### src/rtl/lfsr_rand_gen_pkg.sv
// Shared game package: draw FSM states, default LFSR configurations and the
// range-to-mask helper used by the bounded random draw.
package lfsr_rand_gen_pkg;

  typedef enum logic {
    ST_IDLE   = 1'b0,
    ST_SEARCH = 1'b1
  } draw_state_e;

  // 8-bit defaults reproduce the legacy free-running game sequence.
  localparam logic [7:0]  TAPS_8  = 8'h1C;
  localparam logic [7:0]  SEED_8  = 8'h1C;
  localparam logic [15:0] TAPS_16 = 16'hB400;
  localparam logic [15:0] SEED_16 = 16'hACE1;

  // Widest draw the mask helper supports.
  localparam int MASK_MAX_W = 32;

  // Smallest (2^n - 1) covering range_val - 1: smear the top set bit of
  // range_val - 1 downwards. range_val = 0 wraps to all ones (full range),
  // range_val = 1 gives 0.
  function automatic logic [MASK_MAX_W-1:0] range_mask(input logic [MASK_MAX_W-1:0] range_val);
    logic [MASK_MAX_W-1:0] m;
    m = range_val - 32'd1;
    m = m | (m >> 1);
    m = m | (m >> 2);
    m = m | (m >> 4);
    m = m | (m >> 8);
    m = m | (m >> 16);
    return m;
  endfunction

endpackage

### src/rtl/lfsr_rand_gen_core.sv
// Fibonacci-style right-shifting LFSR with seed load and zero-lockup recovery.
module lfsr_rand_gen_core
  import lfsr_rand_gen_pkg::*;
#(
  parameter int               WIDTH = 16,
  parameter logic [WIDTH-1:0] TAPS  = TAPS_16,
  parameter logic [WIDTH-1:0] SEED  = SEED_16
) (
  input  logic             clk,
  input  logic             rst,
  input  logic             i_step,
  input  logic             i_load,
  input  logic [WIDTH-1:0] i_load_val,
  output logic [WIDTH-1:0] o_state
);

  logic [WIDTH-1:0] r_state;
  logic             w_fb;
  logic [WIDTH-1:0] w_shift;
  logic [WIDTH-1:0] w_step_val;
  logic [WIDTH-1:0] w_load_state;

  assign w_fb         = ^(r_state & TAPS);
  assign w_shift      = {w_fb, r_state[WIDTH-1:1]};
  // An all-zero state would lock the register forever; fall back to SEED.
  assign w_step_val   = (w_shift == '0) ? SEED : w_shift;
  assign w_load_state = (i_load_val == '0) ? SEED : i_load_val;

  // State register: reset to SEED, seed load beats stepping.
  always_ff @(posedge clk) begin
    // NOTE: sequential state uses <= so every register samples pre-edge values.
    if (rst) begin
      r_state <= SEED;
    end else if (i_load) begin
      r_state <= w_load_state;
    end else if (i_step) begin
      r_state <= w_step_val;
    end
  end

  assign o_state = r_state;

endmodule

### src/rtl/lfsr_rand_gen.sv
// LFSR random generator with a request/valid draw port returning values
// bounded to [0, range) by masked rejection sampling.
module lfsr_rand_gen
  import lfsr_rand_gen_pkg::*;
#(
  parameter int               WIDTH     = 16,
  parameter logic [WIDTH-1:0] TAPS      = TAPS_16,
  parameter logic [WIDTH-1:0] SEED      = SEED_16,
  parameter int               OUT_W     = 8,   // <= WIDTH and <= MASK_MAX_W
  parameter int               MAX_TRIES = 15   // >= 1
) (
  input  logic             clk,
  input  logic             rst,
  input  logic             i_step_en,
  input  logic             i_seed_load,
  input  logic [WIDTH-1:0] i_seed_in,
  input  logic             i_req,
  input  logic [OUT_W-1:0] i_range,
  output logic             o_busy,
  output logic             o_valid,
  output logic [OUT_W-1:0] o_rand_out,
  output logic             o_fail,
  output logic [WIDTH-1:0] o_raw
);

  localparam int TRY_W = $clog2(MAX_TRIES + 1);

  draw_state_e      r_state,  w_state_nxt;
  logic [OUT_W-1:0] r_range,  w_range_nxt;
  logic [OUT_W-1:0] r_rand,   w_rand_nxt;
  logic [TRY_W-1:0] r_tries,  w_tries_nxt;
  logic             r_valid,  w_valid_nxt;
  logic             r_fail,   w_fail_nxt;

  logic [WIDTH-1:0] w_lfsr;
  logic             w_step;
  logic [OUT_W-1:0] w_mask;
  logic [OUT_W-1:0] w_cand;
  logic             w_hit;
  logic [TRY_W-1:0] w_tries_inc;

  // The search consumes one LFSR step per cycle on top of the free-run tick.
  assign w_step = i_step_en || (r_state == ST_SEARCH);

  lfsr_rand_gen_core #(
    .WIDTH (WIDTH),
    .TAPS  (TAPS),
    .SEED  (SEED)
  ) u_core (
    .clk        (clk),
    .rst        (rst),
    .i_step     (w_step),
    .i_load     (i_seed_load),
    .i_load_val (i_seed_in),
    .o_state    (w_lfsr)
  );

  // Candidate comes from the current (pre-step) state, masked to the
  // smallest power-of-two window covering the latched range.
  assign w_mask      = OUT_W'(range_mask(MASK_MAX_W'(r_range)));
  assign w_cand      = w_lfsr[OUT_W-1:0] & w_mask;
  assign w_hit       = (r_range == '0) || (w_cand < r_range);
  assign w_tries_inc = r_tries + 1'b1;

  // Draw FSM next-state and result logic.
  always_comb begin
    // NOTE: every output of this block is defaulted first so no path infers a latch.
    w_state_nxt = r_state;
    w_range_nxt = r_range;
    w_tries_nxt = r_tries;
    w_rand_nxt  = r_rand;
    w_fail_nxt  = r_fail;
    w_valid_nxt = 1'b0;
    case (r_state)
      ST_IDLE: begin
        if (i_req) begin
          w_state_nxt = ST_SEARCH;
          w_range_nxt = i_range;
          w_tries_nxt = '0;
        end
      end
      ST_SEARCH: begin
        // A seed load replaces this cycle's evaluation; search resumes next cycle.
        if (!i_seed_load) begin
          if (w_hit) begin
            w_rand_nxt  = w_cand;
            w_fail_nxt  = 1'b0;
            w_valid_nxt = 1'b1;
            w_state_nxt = ST_IDLE;
          end else begin
            w_tries_nxt = w_tries_inc;
            if (w_tries_inc == TRY_W'(MAX_TRIES)) begin
              w_rand_nxt  = '0;
              w_fail_nxt  = 1'b1;
              w_valid_nxt = 1'b1;
              w_state_nxt = ST_IDLE;
            end
          end
        end
      end
      default: w_state_nxt = ST_IDLE;
    endcase
  end

  // Draw FSM and result registers; reset aborts any draw in flight.
  always_ff @(posedge clk) begin
    if (rst) begin
      r_state <= ST_IDLE;
      r_range <= '0;
      r_tries <= '0;
      r_rand  <= '0;
      r_fail  <= 1'b0;
      r_valid <= 1'b0;
    end else begin
      r_state <= w_state_nxt;
      r_range <= w_range_nxt;
      r_tries <= w_tries_nxt;
      r_rand  <= w_rand_nxt;
      r_fail  <= w_fail_nxt;
      r_valid <= w_valid_nxt;
    end
  end

  assign o_busy     = (r_state == ST_SEARCH);
  assign o_valid    = r_valid;
  assign o_rand_out = r_rand;
  assign o_fail     = r_fail;
  assign o_raw      = w_lfsr;

endmodule

### config.mk
export PLATFORM = sky130hd
export DESIGN_NAME = lfsr_rand_gen
export DESIGN_NICKNAME = d
export VERILOG_FILES = /design/src/rtl/lfsr_rand_gen_pkg.sv /design/src/rtl/lfsr_rand_gen_core.sv /design/src/rtl/lfsr_rand_gen.sv
export SDC_FILE = /design/constraint.sdc
export NUM_CORES = 1
export LEC_CHECK = 0
export CORE_ASPECT_RATIO = 0.8
export CORE_MARGIN = 1.5
export CORE_UTILIZATION = 45
export DETAILED_ROUTE_END_ITERATION = 16
export PLACE_DENSITY = 0.74
export SLEW_MARGIN = 20
export SYNTH_ARGS = -nofsm -noshare
export SYNTH_HDL_FRONTEND = slang
export SYNTH_HIERARCHICAL = 1
export SYNTH_SLANG_ARGS = --single-unit
### constraint.sdc
create_clock -name clk -period 3.9 [get_ports clk]
set_input_delay 0.585 -clock clk [delete_from_list [all_inputs] [get_ports clk]]
set_output_delay 0.585 -clock clk [all_outputs]
set_load 0.01 [all_outputs]
==> results of run 1 <==
==> power groups by stage <==
stage / Combinational, mW / Sequential, mW / Clock, mW
after floorplan: 0.222 / 0.471 / 0
after global placement: 0.339 / 0.475 / 0
after detailed placement: 0.344 / 0.475 / 0
after CTS: 0.345 / 0.466 / 0.341
after global routing: 0.383 / 0.473 / 0.360
final: 0.348 / 0.467 / 0.336
==> cells in the mapped netlist (8+ instances only) <==
| cell type | count | area share |
|---|---|---|
| nor3_1 | 11 | 0.023 |
| nor2_1 | 27 | 0.042 |
| mux2i_1 | 16 | 0.066 |
| o21ai_1 | 8 | 0.017 |
| dfxtp_1 | 39 | 0.32 |
| ha_1 | 11 | 0.057 |
| a21oi_1 | 35 | 0.073 |
| inv_1 | 10 | 0.016 |
| clkbuf_1 | 10 | 0.016 |
| o22ai_1 | 8 | 0.021 |
| nand2_1 | 37 | 0.058 |
==> worst reg2reg max path, cell delays in order (launching register included) <==
cell      delay [ns]
dfxtp_1         0.35
inv_1           0.11
ha_1            0.25
nor3b_4         0.35
and3_1          0.25
o221ai_4        0.16
o31a_2          0.39
ha_1            0.29
and2b_1         0.17
o211ai_1        0.18
nand3_1         0.15
o31ai_4         0.26
o31a_2          0.23
mux2_1          0.33
==> layer usage <==
| layer | global-route usage | vias to the layer above | share of wire |
|---|---|---|---|
| met5 | 0 | - | 0 |
| met4 | 0.0451 | 0 | 0.0076 |
| met3 | 0.0386 | 7 | 0.052 |
| met2 | 0.388 | 64 | 0.47 |
| met1 | 0.294 | 1077 | 0.47 |
| li1 | - | 1153 | - |
==> registers in the layout, indices dropped and copies added, names as in the netlist <==
register        cells
o_busy              1
r_range             8
o_fail              1
o_rand_out          8
r_tries             4
o_valid             1
u_core/o_state     16
==> area by class of cell <==
cell class                 count  area (um^2)
clock buffer                   5         68.8
clock inverter                 3         43.8
fill                         477         2000
inverter                      12         45.0
multi-input combinational    227         1510
sequential                    39          781
tap                           62         77.6
timing repair buffer          58          573
==> stage by stage <==
stage | setup slack (ns) | hold WS [ns] | utilization | instance area (um^2) | total power [mW]
2_1_floorplan | 0.548 | 0.475 | - | 2410 | 0.693
3_3_place_gp | 0.365 | 0.450 | 0.585 | 2980 | 0.814
3_5_place_dp | 0.268 | 0.459 | 0.585 | 2980 | 0.819
4_1_cts | 0.254 | 0.470 | 0.607 | 3090 | 1.15
5_1_grt | 0.0693 | 0.486 | 0.608 | 3100 | 1.22
6_report | 0.309 | 0.464 | 0.608 | 3100 | 1.15
==> layout by cell type, fill, tap and decap left out, drive strengths merged, types with 4 or more instances in the layout <==
cell type / instances
dfxtp: 39
nand3: 4
clkdlybuf4s50: 55
nor3: 12
inv: 11
o22ai: 8
nor4: 5
mux2i: 16
ha: 11
o21ai: 12
o211ai: 4
nor2: 27
a21oi: 39
clkbuf: 5
nand2: 37
or4: 5
xnor2: 4
==> logic make-up (layout without fill, tap and decap cells) <==
group / count (synthesis) / count (layout) / synth area share
flip-flops: 39 / 39 / 0.324
AO/OA/AOI/OAI: 78 / 78 / 0.219
multiplexers: 19 / 19 / 0.0805
buffers and inverters: 29 / 78 / 0.0519
adder cells (fa/ha/maj): 11 / 11 / 0.0571
XOR/XNOR: 7 / 7 / 0.0255
AND/OR/NAND/NOR: 112 / 112 / 0.242
==> repair_timing <==
action                                  4_1_cts  5_1_grt
resized for setup                             0        1
endpoints found under the setup margin        0        5
endpoints found under the hold margin         0        0
==> worst min-delay path by stage <==
stage | startpoint | end | slack (ns) | cells past startpoint
floorplan | r_range[7] | r_range[7] | 0.47 | 2
global placement | o_rand_out[2] | o_rand_out[2] | 0.45 | 2
detailed placement | o_rand_out[5] | o_rand_out[5] | 0.46 | 2
CTS | o_rand_out[5] | o_rand_out[5] | 0.47 | 2
global route | o_rand_out[6] | o_rand_out[6] | 0.49 | 2
finish | o_rand_out[5] | o_rand_out[5] | 0.46 | 2
==> out/results.ini, run 1 <==
[die]
rows = 23
start_util = 0.473
die_area_um2 = 5800
ios = 56
dieWidth_um = 84.8
chipHeight_um = 68.4
core_area_um2 = 5090

[setup_path]
ff2ff_path_depth = 13
critPathMaxFanout = 7
crit_slowest_cell = o31a_2
crit_path_start_kind = flop
crit_path_end = r_tries[0]
cp-startpoint = r_range[1]
r2r_slack_ns = 0.31
critPathTopFamily = compound AO/OA/AOI/OAI gates
r2r-end = r_tries[0]
crit_buf_inv = 1
cp-end-kind = flop
worstSetupPathType = flop to flop
rr_startpoint = r_range[1]
crit_required_ns = 4.07
arrival_ns = 3.76
cp_num_cells = 13
max_stage_delay_ns = 0.39
crit_chain = inv_1 > ha_1 > nor3b_4 > and3_1 > o221ai_4 > o31a_2 > ha_1 > and2b_1 > o211ai_1 > nand3_1 > o31ai_4 > o31a_2 > mux2_1

[synth]
yosys_register_bits = 39
synth_cell_types = 53
avgSynthCellArea_um2 = 8.16
synthArstFlopShare = 0
ys_warn_count = 6
syn_area_um2 = 2410
postSynthCellCount = 295
syn_nets = 335
ys_seq_area_frac = 0.324
synthFlopType = dfxtp_1
synth_edf_count = 0

[route]
first_iter_violations = 117
wirelength_mm = 6.16
remaining_drc_errors = 1
vias_per_cell = 5.67
wl_per_cell_um = 15.2
vias = 2301
ant_nets = 0
drt_pass1_iterations = 11

[global_routing]
grt_max_degree = 37
grt_pass1_vias = 2149
grt_pass1_wl_mm = 10.2
track_usage = 0.222
antenna_found_initial = 0
grt_overflow_total = 0

[pwr]
p_int_mw = 0.786
switching_power_mw = 0.364
switching_share = 0.317
leakagePower_nw = 1.24
comb_power_share = 0.303
clockPowerShare = 0.292
seqPwrFrac = 0.406
ir_drop_mv = 0.185
p_per_area_nw_per_um2 = 371

[sta]
max_clock_freq_mhz = 278
tns_ns = 0
drv_slew = 0
hold_viol = 0
rsz0062_at_grt = no
skew_ns = 0.00658
setup_viol = 0
worstMarginPinSlew_ns = 0.784
finalCritPeriodShare = 0.921
min_period_ns = 3.59
slew_headroom = 0.476

[placement]
dp.final_hpwl_mm = 4.66
port_buffers = 55
dp_cells = 398
gp_congestion = 0.865

[clock_network]
hold_buffers = 0
postCtsSetupBuffers = 0
cts_tree = done
clk_path_buf_depth = 2
clk_pin_slew_worst_paths_ns = 0.08
cts-root-buf = clkbuf_8
clock_latency_ns = 0.29
cts_buffers = 5
cts_max_level = 2
cts_num_sinks = 39

[worst_hold_path]
hold_class = flop to flop

[job]
maxCapViolCount = 0

[finish]
area_growth_pct = 28.6
diodes = 0
layout-drive-gt1-share = 0.0872
final_cells = 406
final_nets = 383

[status]
violations = DRC
status = complete, but fails checks

No activity file was read; power rests on OpenSTA's default activity.
==> run 2: changes to the inputs <==
--- a/config.mk
+++ b/config.mk
@@ -7,9 +7,9 @@
 export LEC_CHECK = 0
 export CORE_ASPECT_RATIO = 0.8
 export CORE_MARGIN = 1.5
-export CORE_UTILIZATION = 45
+export CORE_UTILIZATION = 50
 export DETAILED_ROUTE_END_ITERATION = 16
-export PLACE_DENSITY = 0.74
+export PLACE_DENSITY = 0.81
 export SLEW_MARGIN = 20
 export SYNTH_ARGS = -nofsm -noshare
 export SYNTH_HDL_FRONTEND = slang
==> run 2 against run 1 <==
Compared with the run above:
- the flow now finishes without violations
- setup slack got worse by 0.021 ns
- power increased by 0.46%
- count of clock-buffer cells in the layout unchanged
- sequential power about the same
- via count increased by 1.9%
- clock skew increased by 0.0020 ns
- clock power increased by 2%
- global-route usage increased by 3.0 points
- fmax decreased by 0.59%
- combinational power about the same
- critical endpoint is now r_tries[1]
- largest cell class unchanged
==> out/results.ini, run 2 (synthesis gave the netlist of run 1 again) <==
[die]
core_area_um2 = 4600  ; was 5090 um^2
start_util = 0.524  ; was 0.473
rows = 22  ; was 23
dieWidth_um = 80.6  ; was 84.8 um
ios = 56  ; unchanged
chipHeight_um = 65.1  ; was 68.4 um
die_area_um2 = 5250  ; was 5800 um^2

[route]
first_iter_violations = 100  ; was 117
ant_nets = 0  ; unchanged
wirelength_mm = 6.24  ; was 6.16 mm
remaining_drc_errors = 0  ; was 1
vias_per_cell = 5.82  ; was 5.67
vias = 2344  ; was 2,301
drt_pass1_iterations = 5  ; was 11
wl_per_cell_um = 15.5  ; was 15.2 um

[global_routing]
grt_max_degree = 37  ; unchanged
antenna_found_initial = 0  ; unchanged
track_usage = 0.253  ; was 0.222
grt_pass1_wl_mm = 10.1  ; was 10.2 mm
grt_overflow_total = 0  ; unchanged
grt_pass1_vias = 2096  ; was 2,149

[setup_path]
cp-end-kind = flop  ; unchanged
ff2ff_path_depth = 13  ; unchanged
cp_num_cells = 13  ; unchanged
arrival_ns = 3.80  ; was 3.76 ns
crit_chain = inv_1 > ha_1 > nor3b_4 > and3_1 > o221ai_4 > o31a_2 > ha_1 > and2b_1 > o211ai_1 > nand3_1 > o31ai_4 > o31a_2 > mux2_1  ; unchanged
crit_buf_inv = 1  ; unchanged
r2r_slack_ns = 0.29  ; was 0.31 ns
r2r-end = r_tries[1]  ; was r_tries[0]
critPathTopFamily = compound AO/OA/AOI/OAI gates  ; unchanged
cp-startpoint = r_range[1]  ; unchanged
rr_startpoint = r_range[1]  ; unchanged
max_stage_delay_ns = 0.39  ; about the same
worstSetupPathType = flop to flop  ; unchanged
crit_required_ns = 4.09  ; was 4.07 ns
crit_slowest_cell = o31a_2  ; unchanged
crit_path_start_kind = flop  ; unchanged
critPathMaxFanout = 7  ; unchanged
crit_path_end = r_tries[1]  ; was r_tries[0]

[pwr]
leakagePower_nw = 1.24  ; about the same
p_per_area_nw_per_um2 = 374  ; was 371 nW/um^2
ir_drop_mv = 0.223  ; was 0.185 mV
power_mw = 1.16  ; was 1.15 mW

[clock_network]
clk_pin_slew_worst_paths_ns = 0.08  ; about the same
clock_latency_ns = 0.30  ; was 0.29 ns
cts_tree = done  ; unchanged
cts_buffers = 5  ; unchanged
hold_buffers = 0  ; unchanged
clk_path_buf_depth = 2  ; unchanged
cts_max_level = 2  ; unchanged
cts-root-buf = clkbuf_8  ; unchanged
cts_num_sinks = 39  ; unchanged

[finish]
utilization = 0.672  ; was 0.608
final_common_cell = clkdlybuf4s50_1  ; unchanged
final_nets = 382  ; was 383
layout-drive-gt1-share = 0.0845  ; was 0.0872
area_growth_pct = 28.2  ; was 28.6%
largest_reg_flops = 16  ; unchanged
diodes = 0  ; unchanged
fillers = 379  ; was 477
stdcell_area_um2 = 3090  ; was 3100 um^2
most-common-layout-cells = 55 x clkdlybuf4s50_1, 39 x dfxtp_1, 37 x nand2_1  ; unchanged

[sta]
hold_viol = 0  ; unchanged
slew_headroom = 0.490  ; was 0.476
worstMarginPinSlew_ns = 0.764  ; was 0.784 ns
tns_ns = 0  ; unchanged
finalCritPeriodShare = 0.926  ; was 0.921
setup_viol = 0  ; unchanged
drv_slew = 0  ; unchanged
rsz0062_at_grt = no  ; unchanged
skew_ns = 0.00853  ; was 0.00658 ns
min_period_ns = 3.61  ; was 3.59 ns
whs_ns = 0.464  ; about the same
max_clock_freq_mhz = 277  ; was 278 MHz

[status]
status = finished clean  ; was complete, but fails checks

[placement]
port_buffers = 55  ; unchanged
dpl_cell_area_um2 = 2970  ; was 2980 um^2
gp_congestion = 0.810  ; was 0.865
dp.final_hpwl_mm = 4.59  ; was 4.66 mm

[worst_hold_path]
hold_class = flop to flop  ; unchanged

[job]
maxCapViolCount = 0  ; unchanged

## run 2: cell types whose count changed in the layout (fill, tap and decap cells not counted), sizes merged
cell / before / now
buf: 3 / 2
## run 2: area by class of cell
| cell class | instances | area (um^2) | area share |
|---|---|---|---|
| Tap cell | 60 | 75.1 | 0.0243 |
| Clock inverter | 3 | 43.8 | 0.0142 |
| Timing Repair Buffer | 57 | 566 | 0.183 |
| Multi-Input combinational cell | 227 | 1510 | 0.489 |
| Inverter | 12 | 45.0 | 0.0146 |
| Clock buffer | 5 | 68.8 | 0.0223 |
| Sequential cell | 39 | 781 | 0.253 |
## run 2: power by group
group	internal (mW)	switching (mW)	leakage (nW)
registers	0.427	0.0389	0.320
logic	0.167	0.179	0.859
clock network	0.191	0.153	0.0581
total	0.784	0.372	1.24
## run 2: through the flow
step	worst slack, ns	std cells
after global placement	0.362	395
after detailed placement	0.205	395
after floorplan	0.548	295
after CTS	0.199	403
final	0.288	403
after global routing	0.0461	403
## run 2: how the worst min path moves through the flow
stage	startpoint	to	slack [ns]	depth (start not counted)
floorplan	r_range[7]	r_range[7]	0.47	2
global placement	o_rand_out[6]	o_rand_out[6]	0.45	2
detailed placement	o_rand_out[6]	o_rand_out[6]	0.46	2
CTS	o_rand_out[6]	o_rand_out[6]	0.47	2
global route	o_rand_out[5]	o_rand_out[5]	0.48	2
finish	o_rand_out[6]	o_rand_out[6]	0.46	2
## run 2: worst register-to-register path, cell delays in order, from the launching register on
cell	delay [ns]
dfxtp_1	0.35
inv_1	0.12
ha_1	0.25
nor3b_4	0.34
and3_1	0.25
o221ai_4	0.15
o31a_2	0.39
ha_1	0.29
and2b_1	0.16
o211ai_1	0.18
nand3_1	0.15
o31ai_4	0.30
o31a_2	0.23
mux2_1	0.34
## run 2: repair_timing
| action | CTS | global route |
|---|---|---|
| hold endpoints to repair | 0 | 0 |
| setup buffers | 0 | 0 |
| resized for setup | 0 | 1 |
| endpoints found under the setup margin | 0 | 3 |
## run 2: layer usage
metal / GRT usage / wire length [um]
met5: 0 / 0
met4: 0.103 / 105
met3: 0.0535 / 424
met2: 0.371 / 2750
met1: 0.356 / 2960
==> run 3: changes to the inputs <==
--- a/config.mk
+++ b/config.mk
@@ -5,9 +5,12 @@
 export SDC_FILE = /design/constraint.sdc
 export NUM_CORES = 1
 export LEC_CHECK = 0
+export CELL_PAD_IN_SITES_DETAIL_PLACEMENT = 2
+export CELL_PAD_IN_SITES_GLOBAL_PLACEMENT = 2
 export CORE_ASPECT_RATIO = 0.8
 export CORE_MARGIN = 1.5
-export CORE_UTILIZATION = 50
+export CORE_UTILIZATION = 29
+export CTS_CLUSTER_DIAMETER = 100
 export DETAILED_ROUTE_END_ITERATION = 16
 export PLACE_DENSITY = 0.81
 export SLEW_MARGIN = 20
==> run 3 against run 2 <==
Compared with the run above:
- flip-flop and latch count is the same
- fmax is 2.6% lower
- largest power group unchanged
- sequential power barely moved
- highest routed layer unchanged
- critical endpoint is now r_tries[3]
- critical path depth grew 1
- design area grew 3.4%
- wire length grew 39%
==> out/results.ini, run 3 (synthesis gave the netlist of run 1 again) <==
[placement]
gp_congestion = 0.769  ; was 0.810
dpl_cell_area_um2 = 3040  ; was 2970 um^2
dp_slack_ns = 0.165  ; was 0.205 ns
port_buffers = 55  ; unchanged
dp.final_hpwl_mm = 6.40  ; was 4.59 mm

[sta]
max_clock_freq_mhz = 270  ; was 277 MHz
slew_headroom = 0.483  ; was 0.490
min_period_ns = 3.71  ; was 3.61 ns
finalCritPeriodShare = 0.951  ; was 0.926
drv_slew = 0  ; unchanged
setup_slack_ns = 0.192  ; was 0.288 ns
worstMarginPinSlew_ns = 0.774  ; was 0.764 ns
hold_viol = 0  ; unchanged
setup_viol = 0  ; unchanged
skew_ns = 0.00361  ; was 0.00853 ns
whs_ns = 0.461  ; was 0.464 ns

[route]
first_iter_violations = 33  ; was 100
wl_per_cell_um = 19.0  ; was 15.5 um
vias = 2422  ; was 2,344
remaining_drc_errors = 0  ; unchanged
vias_per_cell = 5.31  ; was 5.82
drt_pass1_iterations = 4  ; was 5
ant_nets = 0  ; unchanged
wirelength_mm = 8.67  ; was 6.24 mm

[status]
status = finished clean  ; unchanged

[clock_network]
cts_max_level = 2  ; unchanged
clk_pin_slew_worst_paths_ns = 0.08  ; about the same
cts_num_sinks = 39  ; unchanged
cts_tree = done  ; unchanged
clock_latency_ns = 0.30  ; about the same
hold_buffers = 0  ; unchanged
cts_buffers = 5  ; unchanged
cts-root-buf = clkbuf_8  ; unchanged
clk_path_buf_depth = 2  ; unchanged

[global_routing]
grt_pass1_wl_mm = 13.8  ; was 10.1 mm
antenna_found_initial = 0  ; unchanged
track_usage = 0.196  ; was 0.253
grt_max_degree = 36  ; was 37
grt_overflow_total = 0  ; unchanged
grt_pass1_vias = 2562  ; was 2,096

[pwr]
ir_drop_mv = 0.129  ; was 0.223 mV
switching_power_mw = 0.401  ; was 0.372 mW
switching_share = 0.330  ; was 0.322
p_per_area_nw_per_um2 = 381  ; was 374 nW/um^2
seqPwrFrac = 0.386  ; was 0.403
p_int_mw = 0.814  ; was 0.784 mW
leakagePower_nw = 1.27  ; was 1.24 nW
comb_power_share = 0.316  ; was 0.300
clockPowerShare = 0.298  ; was 0.297

[setup_path]
critPathMaxFanout = 7  ; unchanged
crit_path_start_kind = flop  ; unchanged
cp-end-kind = flop  ; unchanged
r2r_slack_ns = 0.19  ; was 0.29 ns
worstSetupPathType = flop to flop  ; unchanged
crit_required_ns = 4.09  ; about the same
ff2ff_path_depth = 14  ; was 13
rr_startpoint = r_range[1]  ; unchanged
arrival_ns = 3.89  ; was 3.80 ns
r2r-end = r_tries[3]  ; was r_tries[1]

[die]
die_area_um2 = 8860  ; was 5250 um^2
dieWidth_um = 105  ; was 80.6 um
start_util = 0.302  ; was 0.524
chipHeight_um = 84.5  ; was 65.1 um
rows = 29  ; was 22
core_area_um2 = 7980  ; was 4600 um^2
ios = 56  ; unchanged

[finish]
most-common-layout-cells = 55 x clkdlybuf4s50_1, 37 x nand2_1, 37 x dfxtp_1  ; was 55 x clkdlybuf4s50_1, 39 x dfxtp_1, 37 x nand2_1
stdcell_area_um2 = 3190  ; was 3090 um^2
fillers = 915  ; was 379
seq_area_um2 = 783  ; was 781 um^2
final_common_cell = clkdlybuf4s50_1  ; unchanged
diodes = 0  ; unchanged
largest_reg_flops = 16  ; unchanged
area_growth_pct = 32.6  ; was 28.2%
final_nets = 387  ; was 382
layout-drive-gt1-share = 0.103  ; was 0.0845
multi_input_area_um2 = 1510  ; unchanged
utilization = 0.400  ; was 0.672

[worst_hold_path]
holdPathEnd = o_rand_out[1]  ; was o_rand_out[6]
min-delay-start = o_rand_out[1]  ; was o_rand_out[6]
whs_path_depth = 2  ; unchanged
hold_class = flop to flop  ; unchanged

[job]
maxCapViolCount = 0  ; unchanged

## run 3: changes by cell type in the layout (fill, tap and decap cells not counted), sizes merged
cell / change
clkinv: -1
clkbuf: +1
buf: +5
## run 3: how the worst max path moves through the flow
| stage | startpoint | to | slack [ns] | cells past startpoint |
|---|---|---|---|---|
| 3_5_place_dp | r_range[1] | r_tries[3] | 0.16 | 13 |
| 5_1_grt | r_range[1] | r_tries[3] | -0.008 | 14 |
| 4_1_cts | r_range[1] | r_tries[3] | 0.08 | 13 |
| 2_1_floorplan | r_range[1] | r_tries[0] | 0.55 | 13 |
| 3_3_place_gp | r_range[1] | r_tries[1] | 0.32 | 13 |
| 6_report | r_range[1] | r_tries[3] | 0.19 | 14 |
## run 3: power groups by stage
stage	Combinational [mW]	Sequential [mW]	Clock (mW)
finish	0.384	0.469	0.362
global route	0.416	0.476	0.391
CTS	0.367	0.469	0.369
detailed placement	0.358	0.478	0
global placement	0.348	0.476	0
floorplan	0.222	0.471	0
## run 3: final cells by class
cell class,count,area share
clock inverter,2,0.0110
sequential,39,0.245
inverter,12,0.0141
tap,108,0.0423
clock buffer,6,0.0259
multi-input combinational,227,0.473
timing repair buffer,62,0.189
## run 3: per-layer routing
metal / GRT usage / vias up / wire length [um]
met5: 0 / - / 0
met4: 0.0411 / 0 / 51
li1: - / 1157 / -
met1: 0.263 / 1218 / 4200
met3: 0.0287 / 4 / 211
met2: 0.336 / 43 / 4210
## run 3: critical path, cell delays in order, from the launching register on
cell	delay (ns)
dfxtp_2	0.37
inv_1	0.09
ha_1	0.25
nor3b_4	0.18
buf_4	0.16
a21oi_2	0.19
o221ai_4	0.20
o31a_2	0.41
ha_1	0.30
and2b_1	0.16
o211ai_1	0.22
nand3_1	0.16
o31ai_4	0.34
o31a_2	0.23
mux2_1	0.33
## run 3: repair_timing
item / CTS / global route
setup endpoints to repair: 0 / 14
hold endpoints to repair: 0 / 0
gates resized for setup: 0 / 3
buffers inserted: 0 / 4
## run 3: per-stage QoR
stage / cells / power (mW) / TNS (ns)
after global routing: 456 / 1.28 / -0.0128
final: 456 / 1.21 / 0
after global placement: 444 / 0.824 / 0
after CTS: 452 / 1.21 / 0
after detailed placement: 444 / 0.836 / 0
after floorplan: 295 / 0.693 / 0
